File: src/rtl/pipe_hazard_pkg.sv
// Shared types and constants for the pipeline hazard / forwarding controller.
//
// Contents:
//   FWD_NONE   - forward select value meaning "use the ID/EX pipeline register"
//   OP_LOAD    - MIPS load-word opcode, for CPU-side decode of id_is_load
//   SB_AW      - address width stored in a scoreboard entry (covers up to 256
//                registers; narrower register files are zero-extended)
//   sb_entry_t - one in-flight instruction tracked after ID
package pipe_hazard_pkg;

  localparam int FWD_NONE = 0;
  localparam logic [5:0] OP_LOAD = 6'h23;
  localparam int SB_AW = 8;

  typedef struct packed {
    logic             valid;
    logic             wr_en;
    logic             is_load;
    logic [SB_AW-1:0] addr;
  } sb_entry_t;

endpackage

File: src/rtl/pipe_hazard_unit_if.sv
// Interface between the CPU pipeline (master) and the hazard unit (slave).
//
// Master drives the ID-stage decode and the EX branch outcome:
//   id_valid, id_rs, id_rt, id_rs_used, id_rt_used, id_wr_en, id_wr_addr,
//   id_is_load, id_jump, ex_branch_taken
// Slave returns the pipeline controls and EX forward selects:
//   stall, flush_ifid, bubble_idex, fwd_rs, fwd_rt,
//   ex_wr_en, ex_is_load, ex_wr_addr
// With HAZ_PERF_EN defined the slave also returns perf_stall_cnt and
// perf_flush_cnt.
interface pipe_hazard_unit_if #(
  parameter int NREG  = 32,
  parameter int DEPTH = 3
);
  localparam int AW = $clog2(NREG);
  localparam int FW = $clog2(DEPTH + 1);

  logic          id_valid;
  logic [AW-1:0] id_rs;
  logic [AW-1:0] id_rt;
  logic          id_rs_used;
  logic          id_rt_used;
  logic          id_wr_en;
  logic [AW-1:0] id_wr_addr;
  logic          id_is_load;
  logic          id_jump;
  logic          ex_branch_taken;

  logic          stall;
  logic          flush_ifid;
  logic          bubble_idex;
  logic [FW-1:0] fwd_rs;
  logic [FW-1:0] fwd_rt;
  logic          ex_wr_en;
  logic          ex_is_load;
  logic [AW-1:0] ex_wr_addr;
`ifdef HAZ_PERF_EN
  logic [31:0]   perf_stall_cnt;
  logic [31:0]   perf_flush_cnt;
`endif

  modport master (
    output id_valid, id_rs, id_rt, id_rs_used, id_rt_used, id_wr_en,
           id_wr_addr, id_is_load, id_jump, ex_branch_taken,
    input  stall, flush_ifid, bubble_idex, fwd_rs, fwd_rt,
           ex_wr_en, ex_is_load, ex_wr_addr
`ifdef HAZ_PERF_EN
    , input perf_stall_cnt, perf_flush_cnt
`endif
  );

  modport slave (
    input  id_valid, id_rs, id_rt, id_rs_used, id_rt_used, id_wr_en,
           id_wr_addr, id_is_load, id_jump, ex_branch_taken,
    output stall, flush_ifid, bubble_idex, fwd_rs, fwd_rt,
           ex_wr_en, ex_is_load, ex_wr_addr
`ifdef HAZ_PERF_EN
    , output perf_stall_cnt, perf_flush_cnt
`endif
  );

endinterface

File: src/rtl/hazard_src_match.sv
// Compares one ID source operand against every scoreboard entry.
//
// Ports:
//   id_valid_i  - ID holds a real instruction
//   used_i      - this operand is actually read
//   src_i       - source register address (zero-extended to SB_AW)
//   entries_i   - current scoreboard, index 0 = youngest (EX)
//   fwd_sel_o   - j+1 of the youngest producer that will still be in the
//                 pipeline when the consumer reaches EX, else FWD_NONE
//   stall_req_o - a matching load is too young to be forwarded
module hazard_src_match
  import pipe_hazard_pkg::*;
#(
  parameter int DEPTH      = 3,
  parameter int LOAD_AVAIL = 2,
  parameter int FW         = 2
) (
  input  logic             id_valid_i,
  input  logic             used_i,
  input  logic [SB_AW-1:0] src_i,
  input  sb_entry_t        entries_i [DEPTH],
  output logic [FW-1:0]    fwd_sel_o,
  output logic             stall_req_o
);

  logic [DEPTH-1:0] hit;

  // $zero is never a dependency: writes to it are discarded by the regfile.
  always_comb begin
    hit = '0;
    for (int j = 0; j < DEPTH; j++) begin
      hit[j] = id_valid_i && used_i && (src_i != '0) &&
               entries_i[j].valid && entries_i[j].wr_en &&
               (entries_i[j].addr == src_i);
    end
  end

  // Scan oldest to youngest so the youngest producer is the last writer.
  // Entry DEPTH-1 retires before the consumer reaches EX; the regfile
  // write-through covers it, so it is excluded from forwarding.
  always_comb begin
    fwd_sel_o   = FW'(FWD_NONE);
    stall_req_o = 1'b0;
    for (int j = DEPTH - 2; j >= 0; j--) begin
      if (hit[j]) fwd_sel_o = FW'(j + 1);
    end
    // A load in entry j will sit in entry j+1 when the consumer is in EX;
    // its data only exists from entry LOAD_AVAIL onwards.
    for (int j = 0; j < DEPTH; j++) begin
      if (hit[j] && entries_i[j].is_load && (j + 1 < LOAD_AVAIL))
        stall_req_o = 1'b1;
    end
  end

endmodule

File: src/rtl/pipe_hazard_unit.sv
// Hazard and forwarding controller for the in-order MIPS pipeline.
//
// Tracks the destination of every instruction past ID in a DEPTH-entry
// scoreboard (entry 0 = EX) and derives from it the load-use stall, the
// IF/ID flush and ID/EX bubble controls, and registered per-operand forward
// selects for EX.
//
// Ports:
//   clk   - pipeline clock
//   reset - asynchronous, active-low; clears the scoreboard and forces
//           every output to 0 while asserted
//   hz    - pipe_hazard_unit_if slave modport (ID decode in, controls out)
//
// Optional build macro HAZ_PERF_EN adds saturating perf_stall_cnt and
// perf_flush_cnt counters on the interface.
module pipe_hazard_unit
  import pipe_hazard_pkg::*;
#(
  parameter int NREG       = 32,
  parameter int DEPTH      = 3,
  parameter int LOAD_AVAIL = 2
) (
  input  logic                 clk,
  input  logic                 reset,
  pipe_hazard_unit_if.slave    hz
);

  localparam int AW = $clog2(NREG);
  localparam int FW = $clog2(DEPTH + 1);

  sb_entry_t     sb_q [DEPTH];
  sb_entry_t     sb_d [DEPTH];
  logic [FW-1:0] fwd_rs_q, fwd_rs_d;
  logic [FW-1:0] fwd_rt_q, fwd_rt_d;

  logic [FW-1:0] rs_sel, rt_sel;
  logic          rs_stall, rt_stall;
  logic          stall_c, flush_c, bubble_c;

  hazard_src_match #(
    .DEPTH      (DEPTH),
    .LOAD_AVAIL (LOAD_AVAIL),
    .FW         (FW)
  ) u_match_rs (
    .id_valid_i  (hz.id_valid),
    .used_i      (hz.id_rs_used),
    .src_i       (SB_AW'(hz.id_rs)),
    .entries_i   (sb_q),
    .fwd_sel_o   (rs_sel),
    .stall_req_o (rs_stall)
  );

  hazard_src_match #(
    .DEPTH      (DEPTH),
    .LOAD_AVAIL (LOAD_AVAIL),
    .FW         (FW)
  ) u_match_rt (
    .id_valid_i  (hz.id_valid),
    .used_i      (hz.id_rt_used),
    .src_i       (SB_AW'(hz.id_rt)),
    .entries_i   (sb_q),
    .fwd_sel_o   (rt_sel),
    .stall_req_o (rt_stall)
  );

  // Pipeline controls are combinational. A taken branch kills the ID
  // instruction, so it overrides any stall; a jump only redirects once the
  // stall has cleared (ID is held, so the jump is still there). Reset
  // gates everything to 0 without waiting for a clock.
  always_comb begin
    stall_c  = reset && hz.id_valid && (rs_stall || rt_stall) &&
               !hz.ex_branch_taken;
    flush_c  = reset && (hz.ex_branch_taken || (hz.id_jump && !stall_c));
    bubble_c = reset && (hz.ex_branch_taken || stall_c);
  end

  // Next scoreboard: shift toward retirement, entry 0 takes the ID
  // instruction unless it is bubbled or absent.
  always_comb begin
    sb_d[0] = '0;
    if (hz.id_valid && !bubble_c) begin
      sb_d[0].valid   = 1'b1;
      sb_d[0].wr_en   = hz.id_wr_en;
      sb_d[0].is_load = hz.id_is_load;
      sb_d[0].addr    = SB_AW'(hz.id_wr_addr);
    end
    for (int k = 1; k < DEPTH; k++) begin
      sb_d[k] = sb_q[k-1];
    end
    fwd_rs_d = bubble_c ? FW'(FWD_NONE) : rs_sel;
    fwd_rt_d = bubble_c ? FW'(FWD_NONE) : rt_sel;
  end

  always_ff @(posedge clk or negedge reset) begin
    if (!reset) begin
      for (int k = 0; k < DEPTH; k++) begin
        sb_q[k] <= '0;
      end
      fwd_rs_q <= '0;
      fwd_rt_q <= '0;
    end else begin
      sb_q     <= sb_d;
      fwd_rs_q <= fwd_rs_d;
      fwd_rt_q <= fwd_rt_d;
    end
  end

  assign hz.stall       = stall_c;
  assign hz.flush_ifid  = flush_c;
  assign hz.bubble_idex = bubble_c;
  assign hz.fwd_rs      = fwd_rs_q;
  assign hz.fwd_rt      = fwd_rt_q;
  // Invalid entries are stored as all-zero, so the raw fields are already
  // qualified.
  assign hz.ex_wr_en    = sb_q[0].wr_en;
  assign hz.ex_is_load  = sb_q[0].is_load;
  assign hz.ex_wr_addr  = sb_q[0].addr[AW-1:0];

`ifdef HAZ_PERF_EN
  logic [31:0] perf_stall_q, perf_flush_q;

  function automatic logic [31:0] sat_inc(input logic [31:0] v);
    return (v == 32'hFFFF_FFFF) ? v : v + 32'd1;
  endfunction

  always_ff @(posedge clk or negedge reset) begin
    if (!reset) begin
      perf_stall_q <= '0;
      perf_flush_q <= '0;
    end else begin
      if (stall_c) perf_stall_q <= sat_inc(perf_stall_q);
      if (flush_c) perf_flush_q <= sat_inc(perf_flush_q);
    end
  end

  assign hz.perf_stall_cnt = perf_stall_q;
  assign hz.perf_flush_cnt = perf_flush_q;
`endif

endmodule

File: src/flat_wrapper.sv
// flat-port wrapper written by rule: the top's interface ports become plain ports
module pipe_hazard_unit_flat import pipe_hazard_pkg::*;
#(
  parameter int NREG       = 32,
  parameter int DEPTH      = 3,
  parameter int LOAD_AVAIL = 2
)
  (clk, reset, hz_id_valid, hz_id_rs, hz_id_rt, hz_id_rs_used, hz_id_rt_used, hz_id_wr_en, hz_id_wr_addr, hz_id_is_load, hz_id_jump, hz_ex_branch_taken, hz_stall, hz_flush_ifid, hz_bubble_idex, hz_fwd_rs, hz_fwd_rt, hz_ex_wr_en, hz_ex_is_load, hz_ex_wr_addr);
  pipe_hazard_unit_if #(.NREG(NREG), .DEPTH(DEPTH)) hz_i ();
  input  logic clk;
  input  logic reset;
  input wire logic [$bits(hz_i.id_valid)-1:0] hz_id_valid;
  input wire logic [$bits(hz_i.id_rs)-1:0] hz_id_rs;
  input wire logic [$bits(hz_i.id_rt)-1:0] hz_id_rt;
  input wire logic [$bits(hz_i.id_rs_used)-1:0] hz_id_rs_used;
  input wire logic [$bits(hz_i.id_rt_used)-1:0] hz_id_rt_used;
  input wire logic [$bits(hz_i.id_wr_en)-1:0] hz_id_wr_en;
  input wire logic [$bits(hz_i.id_wr_addr)-1:0] hz_id_wr_addr;
  input wire logic [$bits(hz_i.id_is_load)-1:0] hz_id_is_load;
  input wire logic [$bits(hz_i.id_jump)-1:0] hz_id_jump;
  input wire logic [$bits(hz_i.ex_branch_taken)-1:0] hz_ex_branch_taken;
  output wire logic [$bits(hz_i.stall)-1:0] hz_stall;
  output wire logic [$bits(hz_i.flush_ifid)-1:0] hz_flush_ifid;
  output wire logic [$bits(hz_i.bubble_idex)-1:0] hz_bubble_idex;
  output wire logic [$bits(hz_i.fwd_rs)-1:0] hz_fwd_rs;
  output wire logic [$bits(hz_i.fwd_rt)-1:0] hz_fwd_rt;
  output wire logic [$bits(hz_i.ex_wr_en)-1:0] hz_ex_wr_en;
  output wire logic [$bits(hz_i.ex_is_load)-1:0] hz_ex_is_load;
  output wire logic [$bits(hz_i.ex_wr_addr)-1:0] hz_ex_wr_addr;
  assign hz_i.id_valid = hz_id_valid;
  assign hz_i.id_rs = hz_id_rs;
  assign hz_i.id_rt = hz_id_rt;
  assign hz_i.id_rs_used = hz_id_rs_used;
  assign hz_i.id_rt_used = hz_id_rt_used;
  assign hz_i.id_wr_en = hz_id_wr_en;
  assign hz_i.id_wr_addr = hz_id_wr_addr;
  assign hz_i.id_is_load = hz_id_is_load;
  assign hz_i.id_jump = hz_id_jump;
  assign hz_i.ex_branch_taken = hz_ex_branch_taken;
  assign hz_stall = hz_i.stall;
  assign hz_flush_ifid = hz_i.flush_ifid;
  assign hz_bubble_idex = hz_i.bubble_idex;
  assign hz_fwd_rs = hz_i.fwd_rs;
  assign hz_fwd_rt = hz_i.fwd_rt;
  assign hz_ex_wr_en = hz_i.ex_wr_en;
  assign hz_ex_is_load = hz_i.ex_is_load;
  assign hz_ex_wr_addr = hz_i.ex_wr_addr;
  pipe_hazard_unit #(.NREG(NREG), .DEPTH(DEPTH), .LOAD_AVAIL(LOAD_AVAIL)) u_core (.clk(clk), .reset(reset), .hz(hz_i));
endmodule
File: config.mk
export PLATFORM = sky130hd
export DESIGN_NAME = pipe_hazard_unit_flat
export DESIGN_NICKNAME = d
export VERILOG_FILES = /design/src/rtl/pipe_hazard_pkg.sv /design/src/rtl/pipe_hazard_unit_if.sv /design/src/rtl/hazard_src_match.sv /design/src/rtl/pipe_hazard_unit.sv /design/src/flat_wrapper.sv
export SDC_FILE = /design/constraint.sdc
export NUM_CORES = 1
export LEC_CHECK = 0
export BUFFER_PORTS_ARGS = -buffer_cell sky130_fd_sc_hd__buf_4
export CAP_MARGIN = 15
export CELL_PAD_IN_SITES_DETAIL_PLACEMENT = 0
export CELL_PAD_IN_SITES_GLOBAL_PLACEMENT = 1
export CORE_MARGIN = 2
export CORE_UTILIZATION = 38
export CTS_BUF_LIST = sky130_fd_sc_hd__clkbuf_8
export DETAILED_ROUTE_END_ITERATION = 10
export HOLD_SLACK_MARGIN = 0.08
export PLACE_DENSITY_LB_ADDON = 0.1
export SETUP_SLACK_MARGIN = 0.5
export SLEW_MARGIN = 20
export SYNTH_ARGS = -nofsm -noshare
export SYNTH_HDL_FRONTEND = slang
export SYNTH_SLANG_ARGS = --single-unit
File: constraint.sdc
create_clock -name clk -period 2.6 [get_ports clk]
set_input_delay 0.39 -clock clk [delete_from_list [all_inputs] [get_ports clk]]
set_output_delay 0.39 -clock clk [all_outputs]
set_load 0.05 [all_outputs]
Word-level counts from Yosys, hierarchy flattened

Cells that the tools add are included.

Logic and storage cells: 55
Output and inout port bits: 14
Input port bits: 24
Flip-flop bits (word level): 25

Equal/unequal tests: 4
Mux-type cells: 9
Reduce and logical (&&, ||, !) cells: 33

Operators by type and width:

| operator                                 | number |
|---|---|
| 8-bit by 5-bit == test with 1-bit output | 4 |
| 1-bit logical AND                        | 25 |
| 8-bit nonzero test                       | 2 |
| 2-bit two-way mux                        | 6 |
| 11-bit two-way mux                       | 1 |
| 1-bit logical NOT                        | 3 |
| 1-bit logical OR                         | 3 |
| 1-bit two-way mux                        | 2 |

Logic depth before layout (Yosys ltp)

Word-level depth: 15
Mapped depth: 5
Depth with buffers taken out: 5

By module

Synthesis repeated with hierarchy kept, for this count alone.

Cell total of the unflattened synthesis: 128
Area total of the unflattened synthesis: 1468.9 um2

By module, submodules not included:

| module           | area an instance (um2) | times used | cells each | seq. area each (um2) |
|---|---|---|---|---|
| pipe_hazard_unit | 938.4                  | 1          | 62         | 700.7 |
| hazard_src_match | 265.3                  | 2          | 33         | 0.0 |

Worst setup path after synthesis

No wires, ideal clock.

Path kind: flip-flop to output port
Start point: register u_core.sb_q, in the netlist u_core.hz.ex_wr_en
End point: output hz_bubble_idex
Buffers on the path: 0
Stages on the path, launching flop included: 5
Setup slack: -0.423 ns
Arrival: 2.633 ns
Required time: 2.210 ns
Cell sequence: dfrtp_1 > nand2_1 > or4_4 > and2_4 > o21ai_0

Cells in the longest elaborated chain, start to end: 9
Elaborated cells between the ends (all ways): 13
Classes of those cells: mux: 2; reduce/logical: 11

Ends and longest elaborated chain:

| what                                | RTL line                | source |
|---|---|---|
| start: declaration                  | pipe_hazard_unit.sv:31  | `sb_entry_t sb_q [DEPTH];` |
| start signal: indexed assignment    | pipe_hazard_unit.sv:97  | `sb_q[k] <= '0;` |
| start signal: assignment            | pipe_hazard_unit.sv:102 | `sb_q <= sb_d;` |
| 1-bit logical AND (2 in series)     | hazard_src_match.sv:33  | `entries_i[j].valid && entries_i[j].wr_en &&` |
| 1-bit logical AND                   | hazard_src_match.sv:50  | `if (hit[j] && entries_i[j].is_load && (j + 1 < LOAD_AVAIL))` |
| 1-bit two-way mux                   | hazard_src_match.sv:50  |  |
| 1-bit logical OR (*)                | pipe_hazard_unit.sv:71  | `stall_c = reset && hz.id_valid && (rs_stall \|\| rt_stall) &&` |
| 1-bit logical AND (*) (2 in series) | pipe_hazard_unit.sv:71  |  |
| 1-bit logical OR (*)                | pipe_hazard_unit.sv:74  | `bubble_c = reset && (hz.ex_branch_taken \|\| stall_c);` |
| 1-bit logical AND (*)               | pipe_hazard_unit.sv:74  |  |
| end: declaration                    | flat_wrapper.sv:24      | `output wire logic [$bits(hz_i.bubble_idex)-1:0] hz_bubble_idex;` |

Mark *: on every way between the ends. The rest lies on a longest branch, timed or not.

Worst setup path in the final report

Start point: register u_core.sb_q, in the netlist u_core.hz.ex_wr_addr[3]
End point: output hz_stall

Cells in the longest elaborated chain, start to end: 7
Elaborated cells between the ends (all ways): 11
Classes of those cells: eq/ne: 2; mux: 2; reduce/logical: 7

Ends and longest elaborated chain:

| what                                     | RTL line               | source |
|---|---|---|
| 8-bit by 5-bit == test with 1-bit output | hazard_src_match.sv:34 | `(entries_i[j].addr == src_i);` |
| 1-bit logical AND                        | hazard_src_match.sv:33 |  |
| 1-bit logical AND                        | hazard_src_match.sv:50 |  |
| 1-bit two-way mux                        | hazard_src_match.sv:50 |  |
| 1-bit logical OR (*)                     | pipe_hazard_unit.sv:71 |  |
| 1-bit logical AND (*) (2 in series)      | pipe_hazard_unit.sv:71 |  |
| end: declaration                         | flat_wrapper.sv:22     | `output wire logic [$bits(hz_i.stall)-1:0] hz_stall;` |

Marked as above.

==> summary.txt <==
Run status
  – Status: finished, final reports clean

Layout
  – Diode count: 0
  – Finished Core Util: 0.561
  – Synthesis-to-finish area growth: 41.2%
  – Fillers: 222
  – Nets: 153
  – Share of cells above drive strength 1: 0.430

Min path
  – Hold Crit Class: reg -> reg

Global routing
  – Initial antenna violation count: 0
  – Largest net degree at the start of global routing: 20
  – Grt total ovfl: 0
  – Vias in the first global route: 785
  – First-pass GRT wire length: 3.44 mm
  – GRT Total Usage: 0.167

Worst setup path
  – Data required, critical path: 2210 ps
  – CP Launch Type: flip-flop
  – Worst Setup End Kind: output pin
  – Crit path arrival time: 2100 ps
  – Max FO, Critical Path: 4
  – R2r setup slk: 750 ps
  – Critical path class: reg -> out

Synthesis
  – Synth Net Count: 108
  – Cell taking the most area after synthesis: dfrtp_1
  – Synth unique cells: 23
  – Yosys top cell area share: 0.487
  – Synthesis-stage register bit count: 19
  – Synthesized instance count: 84
  – Area contributors post-synth: dfrtp_1, xnor2_1, nor3b_1
  – Syn Area/Cell: 11.6 um2
  – Cell Area, Synth: 976 um2
  – Sequential area share after synthesis: 0.487
  – Synth warn: 0

Timing
  – RSZ-0062 raised after global routing: true
  – Min Hold Slack: 383 ps
  – Final period utilization: 0.956
  – Slew headroom: 0.436
  – Setup violations, final: 0
  – Minimum clock period: 2490 ps
  – Setup tns final: 0 ps
  – Clk_skew: 1.39 ps
  – Peak Freq: 402 MHz
  – Final Hold Vio Count: 0
  – Slew @ Worst Pin: 844 ps
  – Pins over their slew limit: 0

Power and ir drop
  – Power share of the clock group: 0.305
  – Int Power: 0.478 mW
  – Pwr/cell area: 476 nW/um2
  – Net Sw Frac: 0.271
  – Seq pwr share: 0.488
  – Combinational group share of total power: 0.207
  – Static Leak: 0.628 nW
  – Sw power: 0.178 mW
  – Maximum VDD drop: 0.000354 V

Floorplanning
  – Initial Util: 0.398
  – # IOs: 38
  – Die X: 54.7 um
  – Row count: 18
  – Core area: 2450 um2
  – DIE AREA: 2990 um2
  – Die height: 54.7 um

Clock tree
  – H-Tree Level Count: 1
  – Clock slew at reported path FFs: 70 ps
  – CTS buffer count: 3
  – Clock tree sinks: 19
  – Clk buf depth: 2
  – Worst-Skew Late Latency: 250 ps
  – CTS tree: done
  – Root buf cell: clkbuf_8

Job
  – Max cap viols: 0

Routing
  – DRT Wirelength: 2.14 mm
  – Via count: 804
  – Antenna viol nets, final: 0
  – Vias per cell: 5.09
  – Drt drc: 0
  – Number of DRC markers in iteration 0: 10
  – Detailed-routing iteration count for the pre-antenna-repair pass: 4
  – Routed WL per cell: 13.6 um

Place
  – Buffers on Ports: 37
  – Hpwl dp: 1.59 mm
  – GP Congestion: 0.850
-- stage by stage --
| stage | instances | power, mW | setup slack [ps] | area (um2) |
|---|---|---|---|---|
| 6_report | 158 | 0.656 | 114 | 1380 |
| 5_1_grt | 158 | 0.683 | 39.6 | 1380 |
| 4_1_cts | 158 | 0.662 | 87.6 | 1380 |
| 3_5_place_dp | 146 | 0.455 | 156 | 1260 |
| 3_3_place_gp | 146 | 0.454 | 160 | 1260 |
| 2_1_floorplan | 84 | 0.398 | 145 | 981 |
-- routing by layer --
layer	vias to the layer above	global-route usage	share of wire	wire, um
met5	-	0	0	0
met2	23	0.290	0.49	1060
met4	0	0.0625	0.0079	17
met1	395	0.199	0.45	967
li1	384	-	-	-
met3	2	0.0355	0.047	101
-- cells by family (layout without fill, tap and decap cells) --
family          Yosys count  in the layout  synth area share
compound gates            6              6            0.0538
simple gates             34             34             0.241
flops                    19             19             0.487
buf+inv                   5             49            0.0385
xor+xnor                 20             20             0.179
-- power by group through the flow --
stage	Combinational, mW	Sequential, mW	Clock (mW)
final	0.136	0.320	0.200
after global routing	0.147	0.322	0.215
after CTS	0.137	0.320	0.204
after detailed placement	0.128	0.327	0
after global placement	0.127	0.326	0
after floorplan	0.0689	0.329	0
-- final cells by class --
type	count	area (um2)	share of cell area
Sequential cell	19	477	0.346
Clock buffer	3	41.3	0.0300
Clock inverter	1	3.75	0.00272
Tap cell	30	37.5	0.0272
Multi-Input combinational cell	60	467	0.339
Timing Repair Buffer	45	352	0.255
-- worst max-delay path: stages (launching register included) --
cell      delay [ps]
dfrtp_1          430
xnor2_1          180
nand4_1          100
or4_4            500
and2_4           170
nor4bb_4         260
buf_6            190
-- placed cells by master, fill, tap and decap left out, types with 2 or more instances in the layout --
cell      Yosys  final
buf_4         5     41
buf_6         0      3
clkbuf_8      0      3
nor4_1        2      2
or4_4         2      2
or4_1         2      2
nand3_1       3      3
xnor2_1      14     14
xor2_1        6      6
nand2_1       4      4
nor3b_1       7      7
nand4_1       4      4
o211ai_1      2      2
dfrtp_1      19     18
nor3_1        4      4
-- cells in the mapped netlist, drive strengths merged --
library cell / n
dfrtp: 19
xnor2: 14
nor3b: 7
xor2: 6
buf: 5
nand2: 4
nand4: 4
nor3: 4
or4: 4
nand3: 3
a21oi: 2
and2: 2
nor4: 2
o211ai: 2
and3: 1
nand3b: 1
nor2: 1
nor4bb: 1
o21ai: 1
o221a: 1
-- sequential cells by signal (all words and copies together), names as in the netlist --
signal and flops:
u_core.sb_d 8, u_core.hz.ex_wr_addr 5, u_core.hz.fwd_rs 2, u_core.hz.fwd_rt 2, u_core.hz.ex_is_load 1, u_core.hz.ex_wr_en 1
-- repair_timing --
| item | in CTS | in global routing |
|---|---|---|
| endpoints found under the hold margin | 19 | 0 |
| buffers inserted | 7 | 0 |
| resized for setup | 3 | 0 |
| pin swaps | 10 | 6 |
| endpoints found under the setup margin | 3 | 3 |
| hold buffers | 1 | 0 |
-- worst paths after layout --
path	from	to	depth (start not counted)
worst max-delay path	u_core.hz.ex_wr_addr[3]	hz_stall	6
worst min-delay path	u_core.sb_d[21]	u_core.sb_d[10]	0
worst max register to register	u_core.hz.ex_wr_addr[3]	u_core.hz.ex_wr_addr[2]	6
worst min register to register	u_core.sb_d[21]	u_core.sb_d[10]	0
max in group asynchronous	reset	u_core.hz.ex_wr_en	2
min in group asynchronous	reset	u_core.hz.ex_wr_addr[3]	2
Note: power is estimated with default switching activity, not from simulation.
